--- config.mk ---
export PLATFORM = sky130hd
export DESIGN_NAME = motion_sequencer_flat
export DESIGN_NICKNAME = d
export VERILOG_FILES = /design/src/rtl/motion_sequencer_if.sv /design/src/rtl/motion_sequencer.sv /design/src/flat_wrapper.sv
export SDC_FILE = /design/constraint.sdc
export NUM_CORES = 1
export LEC_CHECK = 0
export CORE_MARGIN = 1.5
export CORE_UTILIZATION = 55
export DETAILED_ROUTE_END_ITERATION = 7
export PLACE_DENSITY = 0.77
export SLEW_MARGIN = 20
export SYNTH_ARGS = -nofsm -noshare
export SYNTH_HDL_FRONTEND = slang
export SYNTH_SLANG_ARGS = --single-unit
--- constraint.sdc ---
create_clock -name clk -period 2.4 [get_ports clk]
set_input_delay 0.48 -clock clk [delete_from_list [all_inputs] [get_ports clk]]
set_output_delay 0.48 -clock clk [all_outputs]
set_load 0.01 [all_outputs]
--- src/rtl/motion_sequencer_if.sv ---
`default_nettype none
// ============================================================================
// Module   : motion_sequencer_if
// Brief    : Command / status bundle between a CSR-side controller and the
//            motion_sequencer (valid/ready command channel, abort, motor
//            movement code and status flags).
// Revision : 1.0 - initial release
// ============================================================================
interface motion_sequencer_if #(
    parameter int unsigned DUR_W = 16
) ();
    logic             cmd_valid;
    logic [2:0]       cmd_mov;
    logic [DUR_W-1:0] cmd_ticks;
    logic             cmd_ready;
    logic             abort;
    logic [2:0]       movimiento;
    logic             busy;
    logic             done;

    // Command issuer side
    modport master (
        output cmd_valid, cmd_mov, cmd_ticks, abort,
        input  cmd_ready, movimiento, busy, done
    );

    // Sequencer side
    modport slave (
        input  cmd_valid, cmd_mov, cmd_ticks, abort,
        output cmd_ready, movimiento, busy, done
    );
endinterface
`default_nettype wire

--- src/rtl/motion_sequencer.sv ---
`default_nettype none
// ============================================================================
// Module   : motion_sequencer
// Brief    : Timed movement sequencer for the L298 driver. Holds each command
//            for ticks*PRESCALE cycles, chains identical movements seamlessly
//            and inserts a PAUSA dead-time whenever motion stops or changes.
// Revision : 1.0 - initial release
// ============================================================================
module motion_sequencer #(
    parameter int unsigned PRESCALE   = 100000,
    parameter int unsigned DEAD_TICKS = 10,
    parameter int unsigned DUR_W      = 16
) (
    input  logic              clk,
    input  logic              reset,
    motion_sequencer_if.slave bus
);

    // A PRESCALE of 1 still needs a one-bit prescaler that never advances.
    localparam int unsigned      c_PRE_W    = (PRESCALE > 1) ? $clog2(PRESCALE) : 1;
    localparam logic [c_PRE_W-1:0] c_PRE_LAST = c_PRE_W'(PRESCALE - 1);
    localparam logic [DUR_W-1:0] c_DEAD     = DUR_W'(DEAD_TICKS);
    localparam logic [DUR_W-1:0] c_ONE      = DUR_W'(1);
    localparam logic [2:0]       c_PAUSA    = 3'd0;
    localparam logic [2:0]       c_MOV_MAX  = 3'd4;

    typedef enum logic [1:0] {
        ST_IDLE = 2'd0,
        ST_RUN  = 2'd1,
        ST_DEAD = 2'd2
    } state_t;

    state_t             r_state, w_state_nxt;
    logic [2:0]         r_mov, w_mov_nxt;
    logic               r_done, w_done_nxt;
    logic               r_ready, w_ready_nxt;
    logic               r_pend_full, w_pend_full_nxt;
    logic [2:0]         r_pend_mov, w_pend_mov_nxt;
    logic [DUR_W-1:0]   r_pend_ticks, w_pend_ticks_nxt;
    logic [c_PRE_W-1:0] r_pre, w_pre_nxt;
    logic [DUR_W-1:0]   r_rem, w_rem_nxt;

    logic               w_accept;
    logic               w_last;

    // r_ready mirrors an empty buffer, so an accept can never coincide with a pop.
    assign w_accept = bus.cmd_valid & r_ready & ~bus.abort;
    // Final cycle of a timed interval (RUN or DEAD): last prescale count of last tick.
    assign w_last   = (r_pre == c_PRE_LAST) && (r_rem == c_ONE);

    // Next-state, buffer and counter logic; abort overrides everything at the end.
    always_comb begin
        w_state_nxt      = r_state;
        w_mov_nxt        = r_mov;
        w_done_nxt       = 1'b0;
        w_pend_full_nxt  = r_pend_full;
        w_pend_mov_nxt   = r_pend_mov;
        w_pend_ticks_nxt = r_pend_ticks;
        w_pre_nxt        = r_pre;
        w_rem_nxt        = r_rem;

        if (w_accept) begin
            w_pend_full_nxt  = 1'b1;
            w_pend_mov_nxt   = (bus.cmd_mov > c_MOV_MAX) ? c_PAUSA : bus.cmd_mov;
            w_pend_ticks_nxt = bus.cmd_ticks;
        end

        // Free-running interval timer while a movement or dead-time is active.
        if (r_state != ST_IDLE) begin
            if (r_pre == c_PRE_LAST) begin
                w_pre_nxt = '0;
                w_rem_nxt = r_rem - c_ONE;
            end else begin
                w_pre_nxt = r_pre + 1'b1;
            end
        end

        case (r_state)
            ST_IDLE: begin
                w_mov_nxt = c_PAUSA;
                if (r_pend_full) begin
                    w_pend_full_nxt = 1'b0;
                    if (r_pend_ticks == '0) begin
                        w_done_nxt = 1'b1;
                    end else begin
                        w_state_nxt = ST_RUN;
                        w_mov_nxt   = r_pend_mov;
                        w_pre_nxt   = '0;
                        w_rem_nxt   = r_pend_ticks;
                    end
                end
            end
            ST_RUN: begin
                if (w_last) begin
                    w_done_nxt = 1'b1;
                    if (r_pend_full && (r_pend_mov == r_mov) && (r_pend_ticks != '0)) begin
                        // Same movement queued: continue without any gap.
                        w_pend_full_nxt = 1'b0;
                        w_pre_nxt       = '0;
                        w_rem_nxt       = r_pend_ticks;
                    end else if (DEAD_TICKS != 0) begin
                        w_state_nxt = ST_DEAD;
                        w_mov_nxt   = c_PAUSA;
                        w_pre_nxt   = '0;
                        w_rem_nxt   = c_DEAD;
                    end else begin
                        w_state_nxt = ST_IDLE;
                        w_mov_nxt   = c_PAUSA;
                    end
                end
            end
            ST_DEAD: begin
                w_mov_nxt = c_PAUSA;
                if (w_last) begin
                    w_state_nxt = ST_IDLE;
                end
            end
            default: begin
                w_state_nxt = ST_IDLE;
                w_mov_nxt   = c_PAUSA;
            end
        endcase

        // Abort: drop queued and same-cycle commands, stop motion, no done.
        if (bus.abort) begin
            w_pend_full_nxt = 1'b0;
            w_done_nxt      = 1'b0;
            w_mov_nxt       = c_PAUSA;
            if ((r_state != ST_IDLE) && (DEAD_TICKS != 0)) begin
                w_state_nxt = ST_DEAD;
                w_pre_nxt   = '0;
                w_rem_nxt   = c_DEAD;
            end else begin
                w_state_nxt = ST_IDLE;
            end
        end

        w_ready_nxt = ~w_pend_full_nxt;
    end

    // State register
    always_ff @(posedge clk or posedge reset) begin
        if (reset) begin
            r_state <= ST_IDLE;
        end else begin
            r_state <= w_state_nxt;
        end
    end

    // Output, pending buffer and timer registers
    always_ff @(posedge clk or posedge reset) begin
        if (reset) begin
            r_mov        <= c_PAUSA;
            r_done       <= 1'b0;
            r_ready      <= 1'b1;
            r_pend_full  <= 1'b0;
            r_pend_mov   <= c_PAUSA;
            r_pend_ticks <= '0;
            r_pre        <= '0;
            r_rem        <= '0;
        end else begin
            r_mov        <= w_mov_nxt;
            r_done       <= w_done_nxt;
            r_ready      <= w_ready_nxt;
            r_pend_full  <= w_pend_full_nxt;
            r_pend_mov   <= w_pend_mov_nxt;
            r_pend_ticks <= w_pend_ticks_nxt;
            r_pre        <= w_pre_nxt;
            r_rem        <= w_rem_nxt;
        end
    end

    assign bus.cmd_ready  = r_ready;
    assign bus.movimiento = r_mov;
    assign bus.done       = r_done;
    assign bus.busy       = (r_state != ST_IDLE) | r_pend_full;

endmodule
`default_nettype wire

--- src/flat_wrapper.sv ---
// flat-port wrapper written by rule: the top's interface ports become plain ports
module motion_sequencer_flat 
#(
    parameter int unsigned PRESCALE   = 100000,
    parameter int unsigned DEAD_TICKS = 10,
    parameter int unsigned DUR_W      = 16
)
  (clk, reset, bus_cmd_valid, bus_cmd_mov, bus_cmd_ticks, bus_abort, bus_cmd_ready, bus_movimiento, bus_busy, bus_done);
  motion_sequencer_if #(.DUR_W(DUR_W)) bus_i ();
  input  logic clk;
  input  logic reset;
  input wire logic [$bits(bus_i.cmd_valid)-1:0] bus_cmd_valid;
  input wire logic [$bits(bus_i.cmd_mov)-1:0] bus_cmd_mov;
  input wire logic [$bits(bus_i.cmd_ticks)-1:0] bus_cmd_ticks;
  input wire logic [$bits(bus_i.abort)-1:0] bus_abort;
  output wire logic [$bits(bus_i.cmd_ready)-1:0] bus_cmd_ready;
  output wire logic [$bits(bus_i.movimiento)-1:0] bus_movimiento;
  output wire logic [$bits(bus_i.busy)-1:0] bus_busy;
  output wire logic [$bits(bus_i.done)-1:0] bus_done;
  assign bus_i.cmd_valid = bus_cmd_valid;
  assign bus_i.cmd_mov = bus_cmd_mov;
  assign bus_i.cmd_ticks = bus_cmd_ticks;
  assign bus_i.abort = bus_abort;
  assign bus_cmd_ready = bus_i.cmd_ready;
  assign bus_movimiento = bus_i.movimiento;
  assign bus_busy = bus_i.busy;
  assign bus_done = bus_i.done;
  motion_sequencer #(.PRESCALE(PRESCALE), .DEAD_TICKS(DEAD_TICKS), .DUR_W(DUR_W)) u_core (.clk(clk), .reset(reset), .bus(bus_i));
endmodule
# Word-level counts from Yosys, hierarchy flattened
# Index checks and enable logic that the tools add are counted.
# classes
n_reduce_logical,9
n_addsub,2
n_mux,43
n_eq_ne,10
n_bitwise,5
order_cmp,1
# op_table
op,count
$mux 16,8
$mux 17,7
$pmux 17 s2,1
$pmux 16 s2,1
$mux 3,6
$add 17x1->17 const B,1
$eq 17x17->1 const B,1
$eq 16x1->1 const B,1
$logic_not 16->1,1
$reduce_bool 16->1,1
$sub 16x1->16 const B,1
$mux 2,7
$mux 1,9
$ne 3x2->1 const B,3
$ne 3x3->1 const B,2
$pmux 2 s3,1
$pmux 3 s2,1
$reduce_and 5->1,1
$pmux 1 s2,2
$eq 3x3->1,1
$gt 3x3->1 const B,1
$logic_and 1x1->1,3
$and 1x1->1,2
$eq 2x1->1 const B,1
6 further kinds,7
# totals
word_cells,79
out_inout_bits,6
ff_bits,60
inputBits,23

# Longest topological paths before layout
# Gate-level depths: netlist (run 1).
# logic_depth
ltp_word,8
ltp_mapped,9
depth_no_buf,8

# Least setup slack after synthesis (run 1)
# No wires, ideal clock.
# synth_timing
path_type,reg-to-reg
from,reg u_core.r_rem[8]
to,reg u_core.r_rem[14]
path_buffers,0
required_ps,2279
arrival_time_ps,1937
path_stages_with_launch,7
setup_ps,121
synth_period_minus_slack_ps,2058
slack_ps,342
cell_sequence,dfrtp_1 > or4_4 > or3_4 > nor4_4 > xnor2_1 > a21oi_1 > o22a_1
# synth_between
elab_chain_len,8
elab_cells_between_ends,11
classes_between,add/sub (1); eq/ne (1); mux (8); reduce/logical (1)
# synth_lines
element,line,text
from (decl),motion_sequencer.sv:41,"logic [DUR_W-1:0] r_rem, w_rem_nxt;"
from (signal assigned),motion_sequencer.sv:169,r_rem <= w_rem_nxt;
$sub 16x1->16,motion_sequencer.sv:72,w_rem_nxt = r_rem - c_ONE;
$mux 16,motion_sequencer.sv:70,if (r_pre == c_PRE_LAST) begin
$mux 16,motion_sequencer.sv:69,if (r_state != ST_IDLE) begin
$mux 16,motion_sequencer.sv:83,if (r_pend_ticks == '0) begin
$mux 16,motion_sequencer.sv:81,if (r_pend_full) begin
$pmux 16 s2 (*),motion_sequencer.sv:78,case (r_state)
$mux 16,motion_sequencer.sv:129,if ((r_state != ST_IDLE) && (DEAD_TICKS != 0)) begin
$mux 16 (*),motion_sequencer.sv:125,if (bus.abort) begin
net u_core.w_rem_nxt[14],motion_sequencer.sv:41,
# The timed path passes the listed nets; every way through them passes the cells marked *.
# A chain may end at the register's enable or synchronous reset.

# Worst setup path in the final report (run 1)
# layout_timing
from,reg u_core.r_rem[1]
to,reg u_core.r_rem[12]
# Same word-level chain as after synthesis.

==> results.txt, run 1 <==
* Final setup vio count: 0
- Count of pins over their slew limit: 0
* Count of boundary I/O pins: 29
* Max Cap Viol: 0
- Gate count after technology mapping: slightly below 300
- The final number of hold-violating endpoints was 0.
- In this run, the number of DRC markers left after iteration 0 of detailed routing was 85.
- For this run, the post-layout net count is roughly 360.
* Number of flops mapped to enable cells by yosys: 0
- The initial utilization of the core area, before any placement, comes to 56.4%.
- For this run, the register share of the synthesized area comes to 48.7%.
* Via count of the first global-routing pass: between 2000 and 2500
- Sequential cells account for around 44% of the total power.
* Count of antenna-violating nets left after detailed routing: 0
* Remaining max-slew budget at the tightest pin: approximately 63%
* Most frequent cells in the layout: dfrtp_1 (59), nor2_1 (39), clkdlybuf4s50_1 (28)
- Kind of end point of the critical path: flop
* Share of async-settable or async-resettable flops after synthesis: 100%
* Sequential cell area in the final layout: 1500 µm²
* Die Area: ~6100 µm²
- Number of buffers created by CTS: 9
* Synthesis-stage register bit count: 60
- Critical path startpoint category: flop
- Endpoint arrival time on the critical path: about 2.6 ns
- Ratio of cells with drive above 1 in the final layout: ~15%
- TritonCTS built the clock tree.
- Post-CTS Hold Fix Bufs: 0
- Of all nets on the critical path, the largest fanout is 13.
* Skew-Pair Late Insertion Delay: ~0.35 ns
- Global routing consumed, over all layers together, 23.1% of the routing resources.
- Average instance area after synthesis: 10.4 µm²
* Final instance count without filler cells: ~410
- The critical path is of the reg2reg type.
- Using the TritonRoute via totals, the vias-per-cell ratio works out to approximately 5.7.
- After clock tree synthesis, the clock-pin slew on the worst setup and hold paths is around 0.08 ns.
* Number of buffers on the longest clock path: 2
- The floorplan has 27 rows.
- Dividing total power by cell area gives a power density of 945 nW/µm².
- Subtracting the final worst setup slack from the clock period gives 2.32 ns.
* Via count: approximately 2400
- The flow ran to the end, and the final reports show no timing, DRC or antenna violations.
* Number of antenna violations at the first check in global routing: 0
- Power spent charging and discharging nets: roughly 1.2 mW
- Fill cell count: approximately 450
* Leakage: about 1.6 nW
- Leaving out fill and tap cells, the most frequent cell in the layout is dfrtp_1.
- At the pin with the least slew margin, the transition time is about 0.55 ns.
- First-pass GRT wire length: 10700 µm
- Net count after synthesis: 324
- Clock sink count: 60
- Final wirelength: 6390 µm
- The first detailed-routing pass ran for 4 iterations.
- The tree is rooted in a clkbuf_8.
- Internal power comes to between 2 and 2.5 mW.
- Synth Flop Type: dfrtp_1
* CTS H-tree lvls: 3
* Grt total ovfl: 0
- Setup TNS Final: 0 ns
- Combinational Power Share: approximately 30%
* DR DRC count: 0
- Area of the core: roughly 5500 µm²
- The number of different library cells used by synthesis comes to 50.
- Kind of path behind the tightest hold check: in2async
- Measured along the x axis, the die boundary spans 77.9 µm.
- Portion of total power attributed to the clock network: about 27%
- Area delta synth->final: 20.1%
- Multi-input logic area: 1510 µm²
* Maximum vdd drop: ~0.53 mV
- Routability Congestion: 0.906
* Unrepaired setup endpoints after global routing: no
- Switching part of the total: between 30% and 40%
- Summing all placed instances gives a cell area of 3500 µm².
- Netlist area before placement: 3090 µm²
- Power consumption: around 3.5 mW
- In the finished design, the share of the clock period the worst path needs comes to between 90% and 100%.
* Yosys warns: 0
* Routed wirelength normalized by instance count: about 15 µm
- Once detailed placement completed, the half-perimeter wirelength came to 4600 µm.
- Cell area after layout: approximately 3700 µm²
- Top achievable clock speed: ~430 MHz
- Entering global routing, the biggest net connects 23 pins.
- Data required, critical path: 2.67 ns
- The count of buffers added on input and output ports is 28.
- Flop-to-flop setup slack: between 0.07 and 0.08 ns
* Total placed cells including tap cells: 398
* Number of antenna diodes: 0
- Post-route clock skew: between 0.01 and 0.015 ns
- From bottom edge to top edge, the die measures 77.9 µm.
[power by group through the flow]
stage,logic [mW],clock network (mW),registers [mW]
5_1_grt,1.13,1.01,1.57
3_3_place_gp,0.985,0,1.54
6_report,1.02,0.947,1.54
3_5_place_dp,1.01,0,1.55
4_1_cts,1.02,0.963,1.53
2_1_floorplan,0.789,0,1.46
[state kept, by name (all words and copies together), names as in the netlist]
signal,cells
u_core.bus.cmd_ready,1
u_core.r_rem,16
u_core.r_pre,17
u_core.bus.movimiento,3
u_core.r_state,2
u_core.r_pend_full,1
u_core.r_pend_mov,3
u_core.r_pend_ticks,16
u_core.bus.done,1
[stage by stage]
stage | setup WS, ns | util, % | hold WS (ns)
global route | 0.00639 | 67.8 | 0.486
detailed placement | 0.183 | 63.9 | 0.493
finish | 0.0784 | 67.8 | 0.449
global placement | 0.174 | 63.9 | 0.484
floorplan | 0.342 | - | 0.472
CTS | 0.146 | 67.7 | 0.459
[synthesized netlist by cell type, types with 2 or more instances]
cell type | number | share of area [%]
dfrtp_1 | 59 | 48
nor2_1 | 39 | 4.7
xnor2_1 | 19 | 5.4
nand2_1 | 18 | 2.2
mux2_2 | 16 | 5.8
xor2_1 | 16 | 4.5
o2bb2ai_1 | 12 | 3.4
inv_1 | 10 | 1.2
nand3_1 | 10 | 1.6
nor3_1 | 9 | 1.5
a21oi_1 | 7 | 1.1
and3_1 | 7 | 1.4
o21ai_0 | 7 | 1.1
nor4_1 | 6 | 1.2
clkbuf_1 | 5 | 0.61
nand4_1 | 4 | 0.81
nor4b_1 | 4 | 1.1
a22o_1 | 3 | 0.85
and4_1 | 3 | 0.85
ha_1 | 3 | 1.2
nand2b_1 | 3 | 0.61
a211oi_1 | 2 | 0.49
and2_1 | 2 | 0.41
buf_2 | 2 | 0.32
nand3b_1 | 2 | 0.49
nand4b_1 | 2 | 0.57
nor3b_1 | 2 | 0.49
nor4bb_1 | 2 | 0.65
o21ai_1 | 2 | 0.32
or3_1 | 2 | 0.41
[layer usage]
metal	vias up	share of wire (%)	GRT usage (%)
met5	-	0	0
met1	1169	43	27.8
met2	59	51	38.9
met4	0	1.5	8.39
met3	11	5.1	7.29
li1	1133	-	-
[what timing repair did]
item,in CTS,in global routing
buffers inserted,0,0
endpoints found under the setup margin,0,3
resized for setup,0,1
[critical path: stages, from the launching register on]
cell and delay [ns]:
dfrtp_1 0.41, inv_1 0.09, ha_1 0.13, nor4b_1 0.46, nand4b_1 0.24, nor2_2 0.26
a31oi_1 0.18, a21oi_2 0.13, buf_4 0.20, o2bb2ai_1 0.14
[area by class of cell]
type	instances	share of cell area, %
Clock buffer	9	3.34
Clock inverter	7	2.19
Inverter	10	1.01
Multi-Input combinational cell	219	40.8
Sequential cell	60	40.5
Tap cell	72	2.43
Timing Repair Buffer	37	9.71
[cell families (layout without fill, tap and decap cells)]
family,count (synthesis),after routing,share of synthesized area (%)
and+or+nand+nor,125,125,22.6
AOI/OAI and AO/OA,40,40,9.24
buffers and inverters,19,63,2.51
xor gates and xnor gates,35,35,9.93
DFF,60,60,48.7
adders and majority gates,3,3,1.22
muxes,16,16,5.83
[path summary, 6_finish.rpt]
check,start,cells after the start,endpoint
max,u_core.r_rem[1],9,u_core.r_rem[12]
max reg2reg,u_core.r_rem[1],9,u_core.r_rem[12]
max in group asynchronous,reset,3,u_core.r_rem[4]
min in group clk,u_core.r_pend_ticks[10],1,u_core.r_rem[10]
min reg2reg,u_core.r_pend_ticks[10],1,u_core.r_rem[10]
min,reset,2,u_core.r_state[1]
Power figures use the tool's default switching activity.
==> run 2: changes to the inputs <==
ABC_AREA = 1   (was unset)
CORE_MARGIN = unset   (was 1.5)
PLACE_DENSITY = 0.76   (was 0.77)
==> run 2 against run 1 <==
  * Sequential power fell by 12%
  * Synthesized cell count grew 49%
  * Fmax grew 10%
  * Core utilization shrank 1.0 points
  * Setup slack improved by 0.22 ns
  * Synthesized area grew 9.6%
  * Clock-buffer cell count increased by 1
  * Clock skew decreased by 0.0038 ns
  * Die area is 6.5% higher
  * Hold slack gained 0.057 ns
  * Non-clock buffer count shrank 5
  * Final area grew 6.6%
  * Critical path type is now reg2out
  * Highest routed layer unchanged
==> results.txt, run 2 <==
- HPWL reported at the end of detailed placement: approximately 5300 µm
- Final wirelength: 7310 µm
* Number of antenna violations at the first check in global routing: 0
* Detail-routed via count per cell: 5.32
- The worst pin sits at a relative slew slack of slightly below 70%.
- Yosys warns: 0
- The mapped netlist covers 3380 µm².
- Power density relative to cell area: 802 nW/µm²
- The H-tree was split into 3 levels.
- Timing would allow up to roughly 480 MHz.
- Critical path's largest stage delay: about 0.47 ns
* Die boundary width: 80.4 µm
- After synthesis, the share of flip-flops with an asynchronous set or reset is 100%.
- Max reg flops: 17
- The via count of the first global-routing pass came to between 2000 and 3000.
- Post-CTS setup-driven buffer insertion count: 0
- After clock tree synthesis, the clock-pin slew on the worst setup and hold paths is ~0.070 ns.
- After clock tree synthesis, the flow added hold-fix buffers numbering 0.
- The register with the most flip-flops in the final layout is u_core.r_pre.
- At the pin with the least slew margin, the transition time is between 0.4 and 0.5 ns.
* Number of buffers created by CTS: 9
- Ranked by instance count, the synthesized netlist is headed by nand2_1 (115), dfrtp_1 (59), inv_1 (53).
* Worst slack, placed: between 0.2 and 0.25 ns
- Summed over all nets, wire length on met3 after detailed routing comes to 261 µm.
- Leaving out fill and tap cells, the most frequent cell in the layout is nand2_1.
* Number of flops mapped to enable cells by yosys: 0
- Initial DRC Count: 187
- Terminus of the critical flop-to-flop path: u_core.r_rem[10]
* Met1 wire length: 3360 µm
- Internal power comes to around 2.0 mW.
- The repair_antennas step left the layout with diodes totalling 0.
- Top-area cell type share of the netlist area: 43.6%
* Pre-Repair DR Iteration Count: 8
* Number of cells on the worst reg-to-reg path: 11
* Kind of end point of the critical path: output pin
- Count of boundary I/O pins: 29
- By startpoint and endpoint, the worst setup path is classified as reg2out.
* Max Cap Viol: 0
- The filler cells instantiated in the layout total 475.
- Combinational Power Share: about 29%
* Main area contributors after synthesis: dfrtp_1 (44%), nand2_1 (13%), nand3_1 (5.9%), inv_1 (5.9%), nor2_1 (5.8%)
* Area delta synth->final: 16.9%
* Critical path startpoint category: flop
- Slowest CP cell: clkdlybuf4s50_1
- Average instance area after synthesis: around 7.6 µm²
- The floorplan step defined a die boundary enclosing about 6500 µm².
* Pin count of the biggest net entering global routing: 61
- Cells fill around 67% of the core in the end.
* Die height: approximately 80 µm
* Endpoint arrival time on the critical path: around 1.6 ns
- The final route contains roughly 3000 vias.
- Setup violations remaining at the end of the flow were counted as 0.
- Largest registers: u_core.r_pre x17, u_core.r_pend_ticks x16, u_core.r_rem x16
* Maximum net fanout on the critical path: 8
- After layout, the design draws a total of approximately 3.2 mW.
- Setup slack on the worst reg-to-reg path comes out at about 0.34 ns.
- Synthesis produced a netlist with a net count of ~470.
* Switching part of the total: ~37%
* Multi-input logic area: between 1500 and 2000 µm²
- Buffering stage count on the worst path with inverters included: 3
* First-pass GRT wire length: about 13000 µm
* Most area-hungry cell type in the Yosys netlist: dfrtp_1
* Number of buffers on the longest clock path: 2
- Start of the worst register-to-register path: u_core.r_pre[0]
* Uppermost layer routed: met4
* Synth Flop Type: dfrtp_1
- The clock arrives with 0.00714 ns of skew.
- For this design the static power due to leakage is ~1.8 nW.
- Unrepaired setup endpoints after global routing: no
* Kind of path behind the tightest hold check: in2async
- Cell variety after synth: 37
* Skew-Pair Late Insertion Delay: ~0.34 ns
* Routed wirelength normalized by instance count: 13.1 µm
- The clock period could shrink to between 2 and 2.5 ns.
- The count of nets left with antenna violations once routing finished came out at 0.
- The final number of hold-violating endpoints is 0.
* Final #Nets: 505
- Cell class contributing the biggest share of worst-path delay: buffers and inverters
- Most frequently used cell type in the post-synthesis netlist: nand2_1
- Global router's overall resource usage: roughly a quarter
- Clock tree from TritonCTS: built
- The count of buffers added on input and output ports is 28.
- Routability-driven placement finished with a final weighted congestion of about 0.9.
- The number of slew-limit violations in the final report came to 0.
- Floorplan row count: 28
- Final worst slack: slightly below 0.3 ns
* Synthesis-stage register bit count: 60
* Area of the core: 5920 µm²
* Most frequent cells in the layout: nand2_1 (115), dfrtp_1 (59), inv_1 (52), nor2_1 (52), nand3_1 (40)
* List of cells traversed by the critical path: inv_1 > nand2_4 > inv_4 > nand2_1 > clkdlybuf4s50_1
* Period Utilization, post-route: between 80% and 90%
- In the final layout, the share of cells above drive strength 1 is 13.0%.
- Summed over all failing endpoints, the final setup total negative slack is 0 ns.
- Sequential cell area in the final layout: 1500 µm²
* Grt total ovfl: 0
* Sequential cell fraction of total power: a little over two fifths
- Gate count after technology mapping: 443
- Detailed routing placed a total of ~3500 µm of wire on met2.
- Once the clock tree was built, the resizer swapped 0 gates to a different size.
- Clock Tree Root: clkbuf_8
* Portion of total power attributed to the clock network: roughly 28%
- Data required, critical path: between 1.5 and 2 ns
- Once the floorplan was initialized, standard cells occupied a little under three fifths of the core.
* Clock sink count: 60
* DR DRC count: 0
- Sequential share of the synthesized area: around 44%
* Power spent charging and discharging nets: ~1.2 mW
* Maximum vdd drop: approximately 0.43 mV
- The flow ran to the end, and the final reports show no timing, DRC or antenna violations.
## run 2: cell types whose count changed after synthesis, moves of 10 or more
cell and change:
nand2_1 +97, nand3_1 +30, o2bb2ai_1 -12, nand2_2 +10, inv_1 +43, mux2_2 -16
xnor2_1 -14, nor2_1 +13
## run 2: tightest hold or removal path, delay by kind of cell
kind / cells / cell delay, ns
buffers and inverters: 3 / 0.76
## run 2: worst max path at each step
stage | start | end | slack (ns) | cells past startpoint
final | u_core.r_state[0] | bus_busy | 0.30 | 5
after global routing | u_core.r_pre[0] | u_core.r_pre[10] | 0.16 | 12
after CTS | u_core.r_pre[0] | u_core.r_pre[10] | 0.20 | 12
after detailed placement | u_core.r_pre[0] | u_core.r_pre[10] | 0.22 | 12
after global placement | u_core.r_pre[0] | u_core.r_pre[10] | 0.31 | 12
after floorplan | reset | u_core.bus.done | 0.44 | 1
## run 2: cells by family (layout without fill, tap and decap cells)
kind of cell,count (synthesis),in the layout,share of synthesized area (%)
AND/OR/NAND/NOR,259,259,35.5
buffers and inverters,67,108,8.10
flip-flops,60,60,44.4
AO/OA/AOI/OAI,42,42,7.77
XOR/XNOR,12,12,3.11
adder cells (fa/ha/maj),3,3,1.11
## run 2: power groups by stage
stage,registers [mW],clock network (mW),logic [mW]
2_1_floorplan,1.32,0,0.708
5_1_grt,1.38,0.959,1.04
4_1_cts,1.35,0.908,0.913
3_3_place_gp,1.36,0,0.887
3_5_place_dp,1.37,0,0.908
6_report,1.35,0.895,0.920
## run 2: final cells by class
class / count / area share, %
clock inverter: 6 / 1.65
tap: 75 / 2.37
sequential: 60 / 38.0
timing repair buffer: 32 / 8.16
clock buffer: 10 / 3.23
inverter: 60 / 5.76
multi-input combinational: 316 / 40.8
## run 2: metal layers
metal | global-route usage (%) | vias up
met2 | 42.6 | 86
li1 | - | 1481
met4 | 12.5 | 0
met1 | 31.9 | 1382
met3 | 4.77 | 24
met5 | 0 | -
## run 2: per-stage QoR
step | cells | area [µm²] | hold WS [ns]
after floorplan | 443 | 3380 | 0.471
after global placement | 543 | 3750 | 0.500
after detailed placement | 543 | 3750 | 0.515
after CTS | 559 | 3950 | 0.526
after global routing | 559 | 3950 | 0.564
final | 559 | 3950 | 0.506
==> run 3: changes to the inputs <==
PLACE_DENSITY = unset   (was 0.76)
PLACE_DENSITY_LB_ADDON = 0.2   (was unset)
==> run 3 against run 2 <==
  * Core utilization is 0.27 points higher
  * Die area stayed put
  * Fmax is 0.28% higher
  * Setup slack better by 0.0059 ns
  * Flip-flop and latch count stayed put
  * Critical path depth stayed put
  * Global-route usage is 0.18 points lower
  * Sequential power hardly changed
  * First-iteration DRC count is 14% higher
  * Critical path type unchanged
  * Largest cell class unchanged
==> results.txt, run 3 (same netlist as run 2, synthesis figures left out) <==
- Prior to clock tree synthesis, the placed netlist has a worst setup slack of 0.228 ns.
* Worst hold slack after final layout: 0.526 ns
* Power spent charging and discharging nets: around 1.1 mW
- The final layout contains roughly 510 nets.
- Leakage: between 1.5 and 2 nW
- First-pass GRT wire length: 12400 µm
- Register name with the most flops: u_core.r_pre
- For this block, the initial DRC count from the detailed router was roughly 210.
- Flop-to-flop setup slack: approximately 0.35 ns
- Clock Tree Root: clkbuf_8
- Kind of end point of the critical path: output pin
* Number of buffer cells added on primary ports: 28
- Static timing analysis puts the maximum clock frequency at 477 MHz.
- Terminus of the critical flop-to-flop path: u_core.r_pre[16]
- Routed wirelength normalized by instance count: ~13 µm
- Max Cap Viol: 0
* Final setup vio count: 0
* Fin. Hold Viols: 0
- The number of slew-limit violations in the final report came to 0.
- Die height: between 80 and 90 µm
* Power consumption: between 3 and 4 mW
- Routability Congestion: approximately 0.93
* Maximum net fanout on the critical path: 8
* Combinational Power Share: roughly 28%
- In this run, CTS created clock tree buffers numbering 9.
- The final route contains slightly below 3000 vias.
- In this run the critical register-to-register path is launched from u_core.r_pre[0].
* DR DRC count: 0
* Unrepaired setup endpoints after global routing: no
* Pint: 2.10 mW
- Post-CTS Hold Fix Bufs: 0
- Grt total ovfl: 0
- Sequential cells burn 41.9% of the power.
- Worst setup path end: bus_busy
- Pin count of the biggest net entering global routing: 61
* Kind of path behind the tightest hold check: in2async
- Critical path startpoint category: flop
* Final wirelength: between 7000 and 8000 µm
- Global router's overall resource usage: 25.5%
- The library cells used most frequently in the layout, excluding fill and tap cells, are nand2_1 (115), dfrtp_1 (59), inv_1 (52), nor2_1 (52), nand3_1 (40).
- Area of the core: 5920 µm²
* Largest registers: u_core.r_pre x17, u_core.r_pend_ticks x16, u_core.r_rem x16
* HPWL reported at the end of detailed placement: about 5200 µm
- CTS saw 60 sinks.
* Remaining max-slew budget at the tightest pin: between 60 and 70%
- Count of boundary I/O pins: 29
- Die boundary width: slightly above 80 µm
- Clock-pin slew of the registers on the worst-case setup and hold paths: about 0.070 ns
- Maximum vdd drop: about 0.44 mV
- The clock tree synthesis step divided the H-tree into 3 levels.
* Dpl cell area: about 3800 µm²
* Pre-Repair DR Iteration Count: 4
* Detail-routed via count per cell: 5.32
- TritonCTS built the clock tree.
- Of the cells placed in the final design, the portion with a size suffix greater than 1 is 12.9%.
- Data required, critical path: 1.92 ns
- Via count of the first global-routing pass: ~2800
* Starting Density: 57.1%
- Critical path class: reg2out
* Count of antenna-violating nets left after detailed routing: 0
- The die covers 6470 µm².
- Net switching is roughly a third of the power.
* Area delta synth->final: 17.3%
- At the worst endpoint, the arrival time is 1.62 ns.
- Skew-Pair Late Insertion Delay: 0.34 ns
- Commonest non-fill, non-tap cell in the layout: nand2_1
- Power spread over the standard cell area amounts to ~810 nW/µm².
- Once routing completed, OpenROAD measured the worst setup slack at roughly 0.30 ns.
* Result of the run: finished, final reports clean
- The clock passes through at most 2 buffers.
* Number of antenna diodes: 0
- For this run, the share of the core covered by cells in the final layout is ~67%.
- Max reg flops: 17
* Total placed cells including tap cells: roughly 540
* Setup TNS Final: 0 ns
* Cell area after layout: roughly 4000 µm²
- The count of cells in the finished layout, fillers not included, comes to ~560.
- Number of cells on the worst reg-to-reg path: 13
- Pin slew with the least headroom to its limit: approximately 0.47 ns
- Post-route clock skew: ~0.0057 ns
- Number of antenna violations at the first check in global routing: 0
- Period Utilization, post-route: 87.3%
- Crit. Startpoint: u_core.r_state[1]
- Portion of total power attributed to the clock network: about 30%
- The worst path needs around 2.1 ns of the cycle, external delays included.
* Floorplan row count: 28
-- run 3: cell types whose count changed in the layout (fill, tap and decap cells not counted), sizes merged --
cell	change
clkinv	-1
clkinvlp	-4
clkbuf	+3
-- run 3: how the worst min path moves through the flow --
stage | cells after the start | end | slack (ns)
floorplan | 2 | u_core.r_pend_ticks[15] | 0.47
global placement | 2 | u_core.r_pend_ticks[10] | 0.51
detailed placement | 2 | u_core.r_pend_ticks[4] | 0.51
CTS | 2 | u_core.r_pend_ticks[4] | 0.53
global route | 2 | u_core.r_pend_ticks[12] | 0.55
finish | 3 | u_core.r_pre[3] | 0.53
-- run 3: routing by layer --
layer  wire length, µm  GRT usage, %  vias to the layer above  part of all wire (%)
li1                  -             -                     1485                     -
met1              3370          33.0                     1401                    46
met2              3570          41.9                       75                    49
met3               334          6.02                        5                   4.6
met4                65          8.04                        0                  0.89
met5                 0             0                        -                     0
-- run 3: critical path, stage by stage, from the launching register on --
cell	delay, ns
dfrtp_1	0.42
inv_2	0.10
nand2_4	0.09
inv_4	0.13
nand2_1	0.06
clkdlybuf4s50_1	0.47
-- run 3: power by group through the flow --
| stage | clock network (mW) | logic [mW] | registers (mW) |
|---|---|---|---|
| after floorplan | 0 | 0.708 | 1.32 |
| after global placement | 0 | 0.886 | 1.36 |
| after detailed placement | 0 | 0.905 | 1.37 |
| after CTS | 0.980 | 0.909 | 1.35 |
| after global routing | 1.03 | 1.05 | 1.38 |
| final | 0.968 | 0.913 | 1.35 |
-- run 3: repair_timing --
action	4_1_cts	5_1_grt
setup endpoints to repair	0	1
buffers inserted	0	0
gates resized for setup	0	1
-- run 3: cell type report --
cell class	instances	area (µm²)
well taps	75	93.8
multi-input cells	316	1610
flip-flops and latches	60	1500
inverters	60	228
repair buffers	32	323
clock inverters	1	30.0
fillers	485	1950
clock buffers	13	179
==> patch: new RTL, flow settings as in run 3 <==
Encoding of `state_t`: now one-hot (3 bits for 3 states).
--- a/src/rtl/motion_sequencer.sv
+++ b/src/rtl/motion_sequencer.sv
@@ -26,6 +26,6 @@
 
-    typedef enum logic [1:0] {
-        ST_IDLE = 2'd0,
-        ST_RUN  = 2'd1,
-        ST_DEAD = 2'd2
+    typedef enum logic [2:0] {
+        ST_IDLE = 3'b001,
+        ST_RUN  = 3'b010,
+        ST_DEAD = 3'b100
     } state_t;
Behaviour: no difference found for any inputs over 10 cycles, from zero or initial values and one cycle with reset high; not proved beyond that.
==> patch against run 3 <==
  * Power up 13%
  * Final area up 3.0%
  * Setup slack worse by 0.17 ns
  * Clock skew up 0.0024 ns
  * Sequential cell count up 1
  * Sequential power up 8%
  * Area after synthesis up 3.1%
  * Routed wire length up 4.1%
  * Critical endpoint unchanged
  * Largest power group unchanged
  * Highest routed layer unchanged
==> patch: results (changes against run 3) <==
skew final=0.00815 ns (was 0.00574 ns); final hold slack=0.501 ns (was 0.526 ns); Yosys cell types=34 (was 37); Syn Nets=500 (was 469); Seq/Total Area, Yosys=43.8% (was 44.4%); R2R setup slack=0.46 ns (was 0.35 ns); WL per Instance=12.9 um (was 13.2 um); vias per inst=5.34 (was 5.32); vias in the first global route=2936 (was 2802); Crit-path slowest cell=dfstp_2 (was clkdlybuf4s50_1); Leak=2.04 nW (was 1.86 nW); Root Driver=clkbuf_8 (unchanged); status=completed (unchanged); post-synthesis adder-cell area fraction=1.08% (was 1.11%); All-Layer GR Usage=25.1% (was 25.5%); CP arrival=1.79 ns (was 1.62 ns); drt pass-1 iters=5 (was 4); reg2reg path depth=15 (was 13); post-detail-place hpwl=5.58 mm (was 5.23 mm); drt first-iter violations=144 (was 213); Placed Instances=575 (was 543); Crit path largest cell delay=0.56 ns (was 0.47 ns); Fill cells=543 (was 485); Slew headroom=72.3% (was 68.8%); nets@finish=537 (was 505); Synth Area in Compound Gates=5.92% (was 7.77%); CP max FO=9 (was 8); Peak VDD IR=0.572 mV (was 0.439 mV); top area cells in the synthesized netlist=dfrtp_1, nand2_1, nand3_1, nor2_1, inv_1 (was dfrtp_1, nand2_1, nand3_1, inv_1, nor2_1); top cells by count, synth=nand2_1, nand3_1, dfrtp_1, nor2_1, inv_1 (was nand2_1, dfrtp_1, inv_1); routability cong.=0.950 (was 0.933); Vias=3155 (was 2966); share of layout cells above drive strength 1=10.9% (was 12.9%)
## patch: cell types whose count changed after synthesis, moves of 6 or more
cell	before	now
nand2_2	10	4
a21oi_2	8	0
nand3_1	40	62
inv_2	5	11
nor2_1	52	59
nand2_1	115	129
## patch: cell type report
| type | count | area share (%) |
|---|---|---|
| clock buffer | 10 | 3.37 |
| sequential | 61 | 37.4 |
| inverter | 61 | 5.63 |
| tap | 75 | 2.29 |
| clock inverter | 6 | 2.11 |
| multi-input combinational | 344 | 40.9 |
| timing repair buffer | 34 | 8.26 |
## patch: per-layer routing
| metal | wire (um) | GRT usage (%) | vias up |
|---|---|---|---|
| li1 | - | - | 1599 |
| met1 | 3640 | 32.4 | 1466 |
| met2 | 3580 | 41.2 | 77 |
| met3 | 315 | 5.44 | 13 |
| met4 | 102 | 9.65 | 0 |
| met5 | 0 | 0 | - |
## patch: how the worst min path moves through the flow
stage	to	cells past startpoint
after floorplan	u_core.r_pend_ticks[1]	2
after global placement	u_core.r_pend_ticks[5]	2
after detailed placement	u_core.r_pend_ticks[12]	2
after CTS	u_core.r_pend_ticks[7]	2
after global routing	u_core.r_pend_ticks[9]	2
final	u_core.bus.movimiento[2]	3
## patch: metrics by stage
step	worst slack (ns)	utilization, %	power (mW)	area, um2
finish	0.129	67.9	3.66	4090
global route	0.0557	67.9	3.91	4090
CTS	0.113	67.9	3.67	4090
detailed placement	0.473	64.1	2.63	3860
global placement	0.527	64.1	2.59	3860
floorplan	0.410	-	2.31	3490
## patch: power breakdown
part	leakage (nW)	total, mW	switching (mW)	internal (mW)
clock	0.112	1.03	0.419	0.610
sequential	0.801	1.46	0.193	1.27
combinational	1.12	1.17	0.748	0.419
total	2.04	3.66	1.36	2.30
